--- config.mk ---
export PLATFORM = sky130hd
export DESIGN_NAME = imem_loader_flat
export DESIGN_NICKNAME = d
export VERILOG_FILES = /design/src/rtl/imem_loader_if.sv /design/src/rtl/imem_loader.sv /design/src/flat_wrapper.sv
export SDC_FILE = /design/constraint.sdc
export NUM_CORES = 1
export LEC_CHECK = 0
export ABC_AREA = 1
export BUFFER_PORTS_ARGS = -buffer_cell sky130_fd_sc_hd__buf_2
export CORE_MARGIN = 2
export CORE_UTILIZATION = 40
export CTS_BUF_LIST = sky130_fd_sc_hd__clkbuf_8
export DETAILED_ROUTE_END_ITERATION = 6
export HOLD_SLACK_MARGIN = 0.12
export SLEW_MARGIN = 10
export SYNTH_ARGS = -nofsm -noshare
export SYNTH_HDL_FRONTEND = slang
export SYNTH_SLANG_ARGS = --single-unit
export TNS_END_PERCENT = 5
--- constraint.sdc ---
create_clock -name clk -period 3.1 [get_ports clk]
set_clock_uncertainty 0.15 [all_clocks]
set_input_delay 0 -clock clk [delete_from_list [all_inputs] [get_ports clk]]
set_output_delay 0 -clock clk [all_outputs]
set_load 0.01 [all_outputs]
--- src/rtl/imem_loader_if.sv ---
// Stream-in and instruction-memory write bus of the program loader.
// The loader takes the slave side; the byte source / memory side takes the master side.
interface imem_loader_if #(
  parameter int ADDR_WIDTH = 8
);
  logic                  in_valid;
  logic [7:0]            in_data;
  logic                  in_ready;
  logic                  mem_we;
  logic [ADDR_WIDTH-1:0] mem_addr;
  logic [31:0]           mem_wdata;

  modport master (
    output in_valid, in_data,
    input  in_ready, mem_we, mem_addr, mem_wdata
  );

  modport slave (
    input  in_valid, in_data,
    output in_ready, mem_we, mem_addr, mem_wdata
  );
endinterface

--- src/rtl/imem_loader.sv ---
// Byte-stream program loader: parses a {count, 4*N data, xor checksum} frame,
// writes little-endian words into instruction memory and holds the core in reset until loaded.
module imem_loader #(
  parameter int ADDR_WIDTH = 8
) (
  input  logic          clk,
  input  logic          rst,
  imem_loader_if.slave  bus,
  input  logic          start,
  output logic          core_rst,
  output logic          load_done,
  output logic          load_err
);

  localparam logic [16:0] DEPTH = 17'd1 << ADDR_WIDTH;

  typedef enum logic [2:0] {
    HDR_LO,
    HDR_HI,
    DATA,
    CSUM,
    DONE,
    ERR
  } state_t;

  state_t state, state_nxt;

  logic [15:0]           count, count_nxt;
  logic [16:0]           wcnt, wcnt_nxt;
  logic [1:0]            bsel, bsel_nxt;
  logic [23:0]           part, part_nxt;
  logic [7:0]            csum, csum_nxt;

  logic                  in_ready_q, in_ready_nxt;
  logic                  mem_we_q, mem_we_nxt;
  logic [ADDR_WIDTH-1:0] mem_addr_q, mem_addr_nxt;
  logic [31:0]           mem_wdata_q, mem_wdata_nxt;
  logic                  core_rst_q, core_rst_nxt;
  logic                  load_done_q, load_done_nxt;
  logic                  load_err_q, load_err_nxt;

  logic                  accept;
  logic [15:0]           hdr_n;
  logic                  last_word;

  assign accept    = bus.in_valid && in_ready_q;
  assign hdr_n     = {bus.in_data, count[7:0]};
  assign last_word = (bsel == 2'd3) && ((wcnt + 17'd1) == {1'b0, count});

  assign bus.in_ready  = in_ready_q;
  assign bus.mem_we    = mem_we_q;
  assign bus.mem_addr  = mem_addr_q;
  assign bus.mem_wdata = mem_wdata_q;
  assign core_rst      = core_rst_q;
  assign load_done     = load_done_q;
  assign load_err      = load_err_q;

  always_ff @(posedge clk or posedge rst) begin
    if (rst) begin
      state       <= HDR_LO;
      count       <= '0;
      wcnt        <= '0;
      bsel        <= '0;
      part        <= '0;
      csum        <= '0;
      in_ready_q  <= 1'b1;
      mem_we_q    <= 1'b0;
      mem_addr_q  <= '0;
      mem_wdata_q <= '0;
      core_rst_q  <= 1'b1;
      load_done_q <= 1'b0;
      load_err_q  <= 1'b0;
    end else begin
      state       <= state_nxt;
      count       <= count_nxt;
      wcnt        <= wcnt_nxt;
      bsel        <= bsel_nxt;
      part        <= part_nxt;
      csum        <= csum_nxt;
      in_ready_q  <= in_ready_nxt;
      mem_we_q    <= mem_we_nxt;
      mem_addr_q  <= mem_addr_nxt;
      mem_wdata_q <= mem_wdata_nxt;
      core_rst_q  <= core_rst_nxt;
      load_done_q <= load_done_nxt;
      load_err_q  <= load_err_nxt;
    end
  end

  always_comb begin
    state_nxt = state;
    case (state)
      HDR_LO: if (accept) state_nxt = HDR_HI;
      HDR_HI: begin
        if (accept) begin
          if ({1'b0, hdr_n} > DEPTH)  state_nxt = ERR;
          else if (hdr_n == 16'd0)    state_nxt = CSUM;
          else                        state_nxt = DATA;
        end
      end
      DATA:   if (accept && last_word) state_nxt = CSUM;
      CSUM:   if (accept) state_nxt = (bus.in_data == csum) ? DONE : ERR;
      DONE,
      ERR:    if (start) state_nxt = HDR_LO;
      default: state_nxt = HDR_LO;
    endcase
  end

  always_comb begin
    count_nxt     = count;
    wcnt_nxt      = wcnt;
    bsel_nxt      = bsel;
    part_nxt      = part;
    csum_nxt      = csum;
    mem_we_nxt    = 1'b0;
    mem_addr_nxt  = mem_addr_q;
    mem_wdata_nxt = mem_wdata_q;
    case (state)
      HDR_LO: if (accept) count_nxt[7:0]  = bus.in_data;
      HDR_HI: if (accept) count_nxt[15:8] = bus.in_data;
      DATA: begin
        if (accept) begin
          csum_nxt = csum ^ bus.in_data;
          bsel_nxt = bsel + 2'd1;
          // Bytes enter at the top of part, so after three bytes it holds {b2,b1,b0}.
          if (bsel == 2'd3) begin
            mem_we_nxt    = 1'b1;
            mem_addr_nxt  = wcnt[ADDR_WIDTH-1:0];
            mem_wdata_nxt = {bus.in_data, part};
            wcnt_nxt      = wcnt + 17'd1;
          end else begin
            part_nxt = {bus.in_data, part[23:8]};
          end
        end
      end
      DONE,
      ERR: begin
        if (start) begin
          count_nxt = '0;
          wcnt_nxt  = '0;
          bsel_nxt  = '0;
          part_nxt  = '0;
          csum_nxt  = '0;
        end
      end
      default: ;
    endcase

    // Status flags are a function of the state being entered, so they flip on the same edge.
    in_ready_nxt  = !(state_nxt inside {DONE, ERR});
    core_rst_nxt  = (state_nxt != DONE);
    load_done_nxt = (state_nxt == DONE);
    load_err_nxt  = (state_nxt == ERR);
  end

endmodule

--- src/flat_wrapper.sv ---
// flat-port wrapper written by rule: the top's interface ports become plain ports
module imem_loader_flat 
#(
  parameter int ADDR_WIDTH = 8
)
  (clk, rst, start, core_rst, load_done, load_err, bus_in_valid, bus_in_data, bus_in_ready, bus_mem_we, bus_mem_addr, bus_mem_wdata);
  imem_loader_if #(.ADDR_WIDTH(ADDR_WIDTH)) bus_i ();
  input  logic clk;
  input  logic rst;
  input  logic start;
  output logic core_rst;
  output logic load_done;
  output logic load_err;
  input wire logic [$bits(bus_i.in_valid)-1:0] bus_in_valid;
  input wire logic [$bits(bus_i.in_data)-1:0] bus_in_data;
  output wire logic [$bits(bus_i.in_ready)-1:0] bus_in_ready;
  output wire logic [$bits(bus_i.mem_we)-1:0] bus_mem_we;
  output wire logic [$bits(bus_i.mem_addr)-1:0] bus_mem_addr;
  output wire logic [$bits(bus_i.mem_wdata)-1:0] bus_mem_wdata;
  assign bus_i.in_valid = bus_in_valid;
  assign bus_i.in_data = bus_in_data;
  assign bus_in_ready = bus_i.in_ready;
  assign bus_mem_we = bus_i.mem_we;
  assign bus_mem_addr = bus_i.mem_addr;
  assign bus_mem_wdata = bus_i.mem_wdata;
  imem_loader #(.ADDR_WIDTH(ADDR_WIDTH)) u_core (.clk(clk), .rst(rst), .bus(bus_i), .start(start), .core_rst(core_rst), .load_done(load_done), .load_err(load_err));
endmodule
# Word level (Yosys, flattened, before mapping)
# Cells that the tools add are included.
# op_classes
add_sub_neg	2
magnitude_cmp	1
eq_ne	17
muxes	30
n_bitwise	1
reduce_logical	17
# ops
cell	n
24-bit two-way mux	3
17-bit two-way mux	3
24-bit one-hot mux with 2 select lines	1
8-bit one-hot mux with 2 select lines	3
17-bit one-hot mux with 2 select lines	1
8-bit two-way mux	3
3-bit two-way mux	6
17-bit by 1-bit adder with 17-bit output (second input constant)	1
17-bit by 16-bit == test with 1-bit output	1
16-bit by 9-bit > comparator with 1-bit output (second input constant)	1
16-bit logical NOT	1
16-bit two-way mux	1
3-bit one-hot mux with 5 select lines	1
3-bit == test (second input constant)	4
3-bit AND reduction	4
8-bit == test	1
2-bit by 1-bit inequality test with 1-bit output (second input constant)	4
4-bit AND reduction	2
2-bit nonzero test	4
8-bit bitwise XOR	1
3-bit by 2-bit == test with 1-bit output (second input constant)	2
1-bit two-way mux	5
2-bit two-way mux	2
2-bit inequality test (second input constant)	2
other kinds (9)	11
# totals
reg_bits	115
inputBits	12
out_inout_bits	45
wordCells	82

# Longest topological paths before layout
# Gate-level depths: netlist of the first run.
# depth
depth_word	9
depth_mapped	14
mapped_depth_nobuf	14

# Least setup slack after synthesis of the first run
# OpenSTA, ideal clock, no wires.
# synth_path
path_type	flip-flop to flip-flop
from	register u_core.wcnt[0]
to	register u_core.load_done_q, in the netlist u_core.load_done
arrival_time_ns	1.575
t_required_ns	2.834
slack_ns	1.259
path_stages_with_launch	15
n_path_buf	0
cell_sequence	dfrtp_1 -> ha_1 -> nand2_2 -> nor2_8 -> nand2_4 -> nor2_1 -> nand2_1 -> nand2_1 -> nand2_1 -> nor2_1 -> nand2_1 -> nor2_2 -> nand2_2 -> nand3_1 -> inv_1
# synth_between
elab_chain_cells	7
# synth_rtl
item	line	text
start: declaration	imem_loader.sv:29	logic [16:0] wcnt, wcnt_nxt;
start signal: assignment	imem_loader.sv:76	wcnt <= wcnt_nxt;
17-bit by 1-bit adder with 17-bit output	imem_loader.sv:48	assign last_word = (bsel == 2'd3) && ((wcnt + 17'd1) == {1'b0, count});
17-bit by 16-bit == test with 1-bit output	imem_loader.sv:48	
1-bit logical AND	imem_loader.sv:48	
1-bit logical AND	imem_loader.sv:101	DATA: if (accept && last_word) state_nxt = CSUM;
3-bit two-way mux	imem_loader.sv:101	
3-bit one-hot mux with 5 select lines	imem_loader.sv:92	case (state)
3-bit == test	imem_loader.sv:152	load_done_nxt = (state_nxt == DONE);
via u_core.load_done_nxt	imem_loader.sv:39	logic load_done_q, load_done_nxt;
end signal: assignment	imem_loader.sv:85	load_done_q <= load_done_nxt;
end: declaration	imem_loader.sv:39	
# The timed path passes the listed nets, and every way through them passes these cells.
# A chain may end at the register's enable or synchronous reset.

# Worst setup path after layout of the first run
# layout_path
from	register u_core.state[2]
to	register u_core.csum[2]
# layout_between
elab_chain_cells	4
# layout_rtl
item	line	text
start: declaration	imem_loader.sv:26	state_t state, state_nxt;
start signal: assignment	imem_loader.sv:74	state <= state_nxt;
3-bit == test	imem_loader.sv:118	case (state)
2-bit OR reduction	imem_loader.sv:118	
2-bit inequality test (no source line) / 2-bit nonzero test (equally long branches)	-	
3-bit AND reduction (no source line)	-	
end signal: assignment	imem_loader.sv:79	csum <= csum_nxt;
end: declaration	imem_loader.sv:32	logic [7:0] csum, csum_nxt;
# Parallel ways exist; a longest one is shown, timed or not.

==> results of run 1 <==
## registers in the layout, indices dropped and copies added (netlist names), 2 cells and up
register	flops
u_core.bus.mem_wdata	32
u_core.part	24
u_core.wcnt	17
u_core.count	16
u_core.bus.mem_addr	8
u_core.csum	8
u_core.state	3
u_core.bsel	2
## worst register-to-register path: stages (launching register included)
cell,delay (ns)
sky130_fd_sc_hd__dfrtp_1,0.37
sky130_fd_sc_hd__inv_2,0.11
sky130_fd_sc_hd__nor2_4,0.08
sky130_fd_sc_hd__inv_1,0.53
sky130_fd_sc_hd__nand3_1,0.38
sky130_fd_sc_hd__o21ai_0,0.24
sky130_fd_sc_hd__dlygate4sd3_1,0.57
## per-stage QoR
| step | util | cell area, um2 | hold WS [ns] |
|---|---|---|---|
| 6_report | 0.4810 | 6320 | 0.2834 |
| 4_1_cts | 0.4810 | 6320 | 0.2727 |
| 3_5_place_dp | 0.4418 | 5804 | -0.1376 |
| 5_1_grt | 0.4810 | 6320 | 0.3006 |
| 3_3_place_gp | 0.4418 | 5804 | -0.1413 |
| 2_1_floorplan | - | 5356 | 0.03543 |
## final cells by class
type | instances | area share
Inverter | 86 | 0.05167
Tap cell | 176 | 0.03484
Multi-Input combinational cell | 427 | 0.3263
Sequential cell | 115 | 0.4558
Clock inverter | 12 | 0.01485
Clock buffer | 19 | 0.04138
Timing Repair Buffer | 75 | 0.07523
## cells in the final DEF, fill, tap and decap left out
cell type and instances:
sky130_fd_sc_hd__a21boi_0 1, sky130_fd_sc_hd__a21oi_1 1, sky130_fd_sc_hd__a21oi_2 1, sky130_fd_sc_hd__buf_12 1, sky130_fd_sc_hd__buf_2 56, sky130_fd_sc_hd__buf_4 2
sky130_fd_sc_hd__bufinv_16 1, sky130_fd_sc_hd__clkbuf_8 19, sky130_fd_sc_hd__clkinv_1 1, sky130_fd_sc_hd__clkinv_2 4, sky130_fd_sc_hd__clkinv_4 2, sky130_fd_sc_hd__clkinvlp_4 3
sky130_fd_sc_hd__dfrtp_1 113, sky130_fd_sc_hd__dfstp_2 2, sky130_fd_sc_hd__dlygate4sd3_1 16, sky130_fd_sc_hd__ha_1 2, sky130_fd_sc_hd__inv_1 85, sky130_fd_sc_hd__inv_2 2
sky130_fd_sc_hd__nand2_1 167, sky130_fd_sc_hd__nand2_2 8, sky130_fd_sc_hd__nand2_4 1, sky130_fd_sc_hd__nand3_1 57, sky130_fd_sc_hd__nand3_2 2, sky130_fd_sc_hd__nand3b_1 1
sky130_fd_sc_hd__nand4_1 13, sky130_fd_sc_hd__nor2_1 34, sky130_fd_sc_hd__nor2_2 4, sky130_fd_sc_hd__nor2_4 5, sky130_fd_sc_hd__nor2_8 1, sky130_fd_sc_hd__nor3_1 3
sky130_fd_sc_hd__o211ai_1 1, sky130_fd_sc_hd__o21ai_0 92, sky130_fd_sc_hd__o21ai_1 9, sky130_fd_sc_hd__o21ai_2 1, sky130_fd_sc_hd__o21bai_1 1, sky130_fd_sc_hd__o22ai_1 12
sky130_fd_sc_hd__or2_2 1, sky130_fd_sc_hd__xnor2_1 3, sky130_fd_sc_hd__xor2_1 6
## Yosys cell counts, types with 2 or more instances
| cell | count | area share |
|---|---|---|
| sky130_fd_sc_hd__buf_2 | 2 | 0.0019 |
| sky130_fd_sc_hd__buf_4 | 3 | 0.0042 |
| sky130_fd_sc_hd__clkbuf_1 | 15 | 0.011 |
| sky130_fd_sc_hd__dfrtp_1 | 113 | 0.53 |
| sky130_fd_sc_hd__dfstp_2 | 2 | 0.0098 |
| sky130_fd_sc_hd__ha_1 | 2 | 0.0047 |
| sky130_fd_sc_hd__inv_1 | 83 | 0.058 |
| sky130_fd_sc_hd__inv_2 | 2 | 0.0014 |
| sky130_fd_sc_hd__nand2_1 | 167 | 0.12 |
| sky130_fd_sc_hd__nand2_2 | 8 | 0.0094 |
| sky130_fd_sc_hd__nand3_1 | 58 | 0.054 |
| sky130_fd_sc_hd__nand4_1 | 13 | 0.015 |
| sky130_fd_sc_hd__nor2_1 | 34 | 0.024 |
| sky130_fd_sc_hd__nor2_2 | 4 | 0.0047 |
| sky130_fd_sc_hd__nor2_4 | 5 | 0.011 |
| sky130_fd_sc_hd__nor3_1 | 3 | 0.0028 |
| sky130_fd_sc_hd__o21ai_0 | 92 | 0.086 |
| sky130_fd_sc_hd__o21ai_1 | 9 | 0.0084 |
| sky130_fd_sc_hd__o22ai_1 | 12 | 0.014 |
| sky130_fd_sc_hd__xnor2_1 | 3 | 0.0049 |
| sky130_fd_sc_hd__xor2_1 | 6 | 0.0098 |
## metal layers
metal / global-route usage / part of all wire
met2: 0.3054 / 0.48
met3: 0.05086 / 0.049
met1: 0.2524 / 0.45
met4: 0.06912 / 0.014
met5: 0 / 0
## worst max path at each step
stage,slack (ns),to,cells past startpoint,from
2_1_floorplan,1.26,u_core.load_done$_DFF_PP0_,14,u_core.wcnt[0]$_DFFE_PP0P_
6_report,0.62,u_core.csum[2]$_DFFE_PP0P_,6,u_core.state[2]$_DFF_PP0_
3_5_place_dp,0.72,u_core.wcnt[12]$_DFFE_PP0P_,7,u_core.state[1]$_DFF_PP0_
5_1_grt,0.45,u_core.wcnt[7]$_DFFE_PP0P_,7,u_core.state[1]$_DFF_PP0_
4_1_cts,0.62,u_core.csum[6]$_DFFE_PP0P_,6,u_core.state[2]$_DFF_PP0_
3_3_place_gp,0.81,u_core.wcnt[12]$_DFFE_PP0P_,7,u_core.state[1]$_DFF_PP0_
## what timing repair did
item                       in CTS  in global routing
hold buffers                   16                  0
setup endpoints to repair       0                  0
hold endpoints to repair      162                  0
buffers inserted                0                  0
## kinds of logic after synthesis
family,share of synthesized area
AND/OR/NAND/NOR,0.2480
AO/OA/AOI/OAI,0.1169
flip-flops,0.5381
buffers and inverters,0.07760
XOR/XNOR,0.01473
adder cells (fa/ha/maj),0.004674
## power by group
| part | leakage [nW] | switching [W] | internal, W | total, W |
|---|---|---|---|---|
| clock | 0.191 | 0.000613 | 0.000656 | 0.00127 |
| combinational | 1.40 | 0.000796 | 0.000401 | 0.00120 |
| sequential | 1.54 | 0.000186 | 0.00184 | 0.00203 |
==> summary.md, run 1 <==
Status
- completed — run status

Clock tree
- 2 — Clock Tree Buf Depth
- 4 — H-tree depth reported by CTS
- sky130_fd_sc_hd__clkbuf_8 — root cell of the clock tree
- 0 — cells resized by post-CTS repair
- 115 — CTS Sinks
- done — TritonCTS clock tree
- 0.08 ns — clock transition at the registers of the reported paths
- 0.46 ns — clock network latency to the later pin of the worst-skew pair
- 17 — Num CTS Buffers

Global route
- 0 — number of antenna violations at the first check in global routing
- 101 — largest net degree at the start of global routing
- 0 — total global routing overflow
- 21420 um — wire length of the first global-routing pass
- 4353 — vias in the first global route
- 0.1915 — All-Layer GR Usage

Cells and area
- 1293 — number of filler instances in the final layout
- 0 — final antenna diode count
- 736 — count of nets after finishing
- 0.1580 — share of layout cells above drive strength 1
- 2880 um2 — register area
- 18.07% — area growth from synthesis to layout
- 910 — filler-free cell count of the finished design
- 2062 um2 — combined area of the multi-input logic cells

Yosys
- 5353 um2 — cell area after technology mapping
- 663 — Net Count, Synth
- sky130_fd_sc_hd__dfrtp_1 — most used flip-flop cell after synthesis
- 8.248 um2 — syn_area_per_cell
- 115 — FF+latch count, synth
- 34 — unique cell type count in the Yosys netlist
- 0.5381 — register area share after synthesis
- 1.000 — asr flop ratio synth
- 649 — Syn Inst Count
- 0 — count of yosys warnings during synthesis
- 0 — count of flip-flops with a built-in enable after synthesis

Critical path
- register — Critical Path Source Type
- buffers and inverters — delay-heaviest family, CP
- register to register — start-to-end type of the worst setup path
- 6 — Reg2Reg Depth
- sky130_fd_sc_hd__dlygate4sd3_1 — Slowest-stage cell, CP
- u_core.state[2]$_DFF_PP0_ — worst reg2reg path startpoint
- 0.57 ns — delay of the slowest critical-path stage
- 2.72 ns — Worst Path Arrival
- 3 — WP buf/inv
- 0.62 ns — Reg2Reg Setup Slack
- inv_2 > nor2_4 > inv_1 > nand3_1 > o21ai_0 > dlygate4sd3_1 — cell chain of the critical path
- u_core.csum[2]$_DFFE_PP0P_ — worst r2r dst
- 3.34 ns — required time of the critical path
- register — kind of capture point of the worst setup path
- 21 — maximum fanout along the worst path

Detailed routing
- 367 — number of violations reported at the end of detailed-routing iteration 0
- 13.99 um — wire length per cell after detailed routing
- 4511 — total number of vias
- 4.957 — vias per std cell
- 0 — remaining number of nets flagged by the antenna check after routing
- 12730 um — total wire length after detailed routing
- 0 — count of unresolved DRC violations after routing
- 6 — Detailed Routing Iterations Pass 1

Floorplan
- 13140 um2 — area of the core
- 14320 um2 — area of the die
- 119.7 um — Chip Width
- 0.4074 — initial core utilization
- 119.7 um — die outline height
- 57 — Boundary Pins
- 42 — number of standard-cell rows in the floorplan

Timing
- 0.8728 ns — Worst Tran Pin Value
- 2.481 ns — shortest clock period the worst path allows after layout
- 0 — final hold violations
- 0 — final setup violation count
- 0.4142 — Rel. slew slack
- 0.8004 — post-route fraction of the period consumed by the critical path
- 0 ns — TNS Setup
- 0.6188 ns — post-layout worst setup margin
- no — setup repair after global routing missed its margin
- 0 — Pins Over Slew Limit
- 0.4030 GHz — highest achievable clock rate

Place
- 8959 um — Post-DP HPWL
- 0.7176 ns — Setup Slack @ Placement
- 1.010 — routability-driven placement congestion ratio
- 56 — port buffer count
- 863 — cell count after placement

Power and ir drop
- 3.125 nW — standby leakage power
- 710.9 nW/um2 — power density over the cells
- 0.4005 mV — highest ir drop seen on vdd
- 0.004493 W — final total power

Hold path
- input pin to register — class of the worst hold path
- 4 — number of stages on the worst hold path
- u_core.bus.mem_wdata[31]$_DFFE_PP0P_ — endpoint of the worst hold-timing path
- bus_in_data[7] — worst hold start

Job
- 0 — max-cap violations

(Power assumes the default switching activity.)
==> inputs of run 2 (changes only) <==
clock period = 2.4 ns   (was 3.1 ns; I/O delays follow)
==> run 2 against run 1 <==
Die area unchanged; setup slack got worse by 0.42 ns; non-clock buffer count unchanged; sequential share of layout area decreased by 0.98 points; first-iteration DRC count decreased by 20%; sequential power increased by 29%; flip-flop and latch count unchanged; clock-buffer cell count increased by 1; worst hold slack got worse by 0.17 ns; critical path depth unchanged; cell count increased by 0.11%.
==> summary.md, run 2 (synthesized netlist as in run 1, its figures left out) <==
Clock tree
- done — TritonCTS clock tree
- 0 — Post-CTS Setup Inserts, unchanged
- 13 — hold buffers post-CTS, -3
- 0 — cells resized by post-CTS repair, unchanged
- 2 — Clock Tree Buf Depth, unchanged
- 115 — CTS Sinks, unchanged
- 4 — H-tree depth reported by CTS, unchanged
- 0.45 ns — clock network latency to the later pin of the worst-skew pair, about the same
- sky130_fd_sc_hd__clkbuf_8 — root cell of the clock tree
- 0.07 ns — clock transition at the registers of the reported paths, about the same
- 17 — Num CTS Buffers, unchanged

Floorplan
- 14320 um2 — area of the die, unchanged
- 119.7 um — Chip Width, unchanged
- 119.7 um — die outline height, unchanged
- 13140 um2 — area of the core, unchanged
- 57 — Boundary Pins, unchanged
- 0.4074 — initial core utilization, unchanged
- 42 — number of standard-cell rows in the floorplan, unchanged

Detailed routing
- 294 — number of violations reported at the end of detailed-routing iteration 0, -20%
- 4496 — total number of vias, -0.33%
- 7 — Detailed Routing Iterations Pass 1, +1
- 4.935 — vias per std cell, -0.44%
- 0 — remaining number of nets flagged by the antenna check after routing, unchanged
- 13.64 um — wire length per cell after detailed routing, -2.5%
- 0 — count of unresolved DRC violations after routing, unchanged
- 12430 um — total wire length after detailed routing, -2.4%

Status
- completed — run status

Timing
- 0.6435 ns — Worst Tran Pin Value, -0.2293 ns
- 0.9185 — post-route fraction of the period consumed by the critical path, +0.1181
- 0.1957 ns — post-layout worst setup margin, -0.4231 ns
- 0 — Pins Over Slew Limit, unchanged
- 0 — final setup violation count, unchanged
- 2.204 ns — shortest clock period the worst path allows after layout, -0.2769 ns
- 0.1111 ns — worst hold margin, -0.1723 ns
- 0 — final hold violations, unchanged
- 0.5700 — Rel. slew slack, +0.1557
- no — setup repair after global routing missed its margin
- 0.4537 GHz — highest achievable clock rate, +13%
- 0 ns — TNS Setup, unchanged

Place
- 8716 um — Post-DP HPWL, -2.7%
- 5852 um2 — Placed Area, +0.82%
- 56 — port buffer count, unchanged
- 0.8269 — routability-driven placement congestion ratio, -18%
- 0.2965 ns — Setup Slack @ Placement, -0.4211 ns

Critical path
- 2.44 ns — Worst Path Arrival, -0.28 ns
- register to register — start-to-end type of the worst setup path
- register — Critical Path Source Type
- u_core.state[1]$_DFF_PP0_ — critical path startpoint
- 2.63 ns — required time of the critical path, -0.71 ns
- register — kind of capture point of the worst setup path
- 6 — Reg2Reg Depth, unchanged
- 10 — maximum fanout along the worst path, -52%
- u_core.state[1]$_DFF_PP0_ — worst reg2reg path startpoint

Global route
- 0 — number of antenna violations at the first check in global routing, unchanged
- 0.1846 — All-Layer GR Usage, -0.006896
- 20760 um — wire length of the first global-routing pass, -3.1%
- 4278 — vias in the first global route, -1.7%
- 0 — total global routing overflow, unchanged
- 116 — largest net degree at the start of global routing, +15%

Cells and area
- 20.66% — area growth from synthesis to layout
- 0.1673 — share of layout cells above drive strength 1, +0.009309
- 0.4916 — fraction of the core area covered by cells at the end of the flow, +0.01057
- 6459 um2 — post-route design area, +2.2%
- 32 — flip-flop count of the largest register, all copies and words added, unchanged
- 0 — final antenna diode count, unchanged
- 736 — count of nets after finishing, unchanged
- sky130_fd_sc_hd__nand2_1 — leading cell type in the layout, fill and taps excluded
- sky130_fd_sc_hd__nand2_1 (167), sky130_fd_sc_hd__dfrtp_1 (113), sky130_fd_sc_hd__o21ai_0 (92), sky130_fd_sc_hd__inv_1 (82), sky130_fd_sc_hd__nand3_1 (57) — commonest cells after routing, fill and taps aside

Power and ir drop
- 0.002066 W — P_sw, +30%
- 0.4432 mV — highest ir drop seen on vdd, +11%
- 0.415 — Reg power frac, -0.036
- 0.004222 W — internal power summed over all cells, +46%
- 0.3286 — switching power as a share of total power, -0.02636
- 973.5 nW/um2 — power density over the cells, +37%
- 3.178 nW — standby leakage power, +1.7%
- 0.246 — Comb power frac, -0.020
- 0.339 — Clk pwr share, +0.056

Hold path
- input pin to asynchronous set/reset pin — class of the worst hold path

Job
- 0 — max-cap violations, unchanged

## run 2: power by group through the flow
stage / registers, W / logic [W] / clock network (W)
3_3_place_gp: 0.00263 / 0.00149 / 0
4_1_cts: 0.00261 / 0.00156 / 0.00217
3_5_place_dp: 0.00264 / 0.00151 / 0
5_1_grt: 0.00266 / 0.00177 / 0.00228
2_1_floorplan: 0.00262 / 0.00106 / 0
6_report: 0.00261 / 0.00154 / 0.00213
## run 2: cell type report
cell class                      instances  area [um2]
Clock inverter                         12       201.4
Timing Repair Buffer                   75       493.0
Multi-Input combinational cell        427        2062
Fill cell                            1294        6679
Inverter                               86       326.6
Tap cell                              176       220.2
Clock buffer                           20       275.3
Sequential cell                       115        2880
## run 2: worst paths after layout
| kind | endpoint | slack [ns] |
|---|---|---|
| worst max-delay path | u_core.csum[2]$_DFFE_PP0P_ | 0.20 |
| worst min-delay path | u_core.bus.mem_addr[6]$_DFFE_PP0P_ | 0.11 |
| worst max register to register | u_core.csum[2]$_DFFE_PP0P_ | 0.20 |
| worst min register to register | u_core.bus.mem_addr[6]$_DFFE_PP0P_ | 0.33 |
| max in group asynchronous | u_core.csum[7]$_DFFE_PP0P_ | 1.51 |
| min in group clk | u_core.bus.mem_wdata[31]$_DFFE_PP0P_ | 0.29 |
## run 2: layer usage
metal / wire length (um) / GRT usage / vias up
met5: 0 / 0 / -
met4: 169 / 0.06250 / 0
met3: 460 / 0.04563 / 14
met2: 5888 / 0.2864 / 83
met1: 5910 / 0.2543 / 2158
li1: - / - / 2241
## run 2: through the flow
| step | cells | total power, W |
|---|---|---|
| after floorplan | 649 | 0.003680 |
| after global placement | 866 | 0.004124 |
| after detailed placement | 866 | 0.004150 |
| after CTS | 911 | 0.006341 |
| after global routing | 911 | 0.006707 |
| final | 911 | 0.006288 |
## run 2: critical path, cell delays in order, from the launching register on
cell and delay (ns):
sky130_fd_sc_hd__dfrtp_1 0.44, sky130_fd_sc_hd__nor2_4 0.25, sky130_fd_sc_hd__nand2_1 0.18, sky130_fd_sc_hd__o21ai_2 0.12, sky130_fd_sc_hd__nand3_1 0.23, sky130_fd_sc_hd__o21ai_0 0.21, sky130_fd_sc_hd__dlygate4sd3_1 0.56
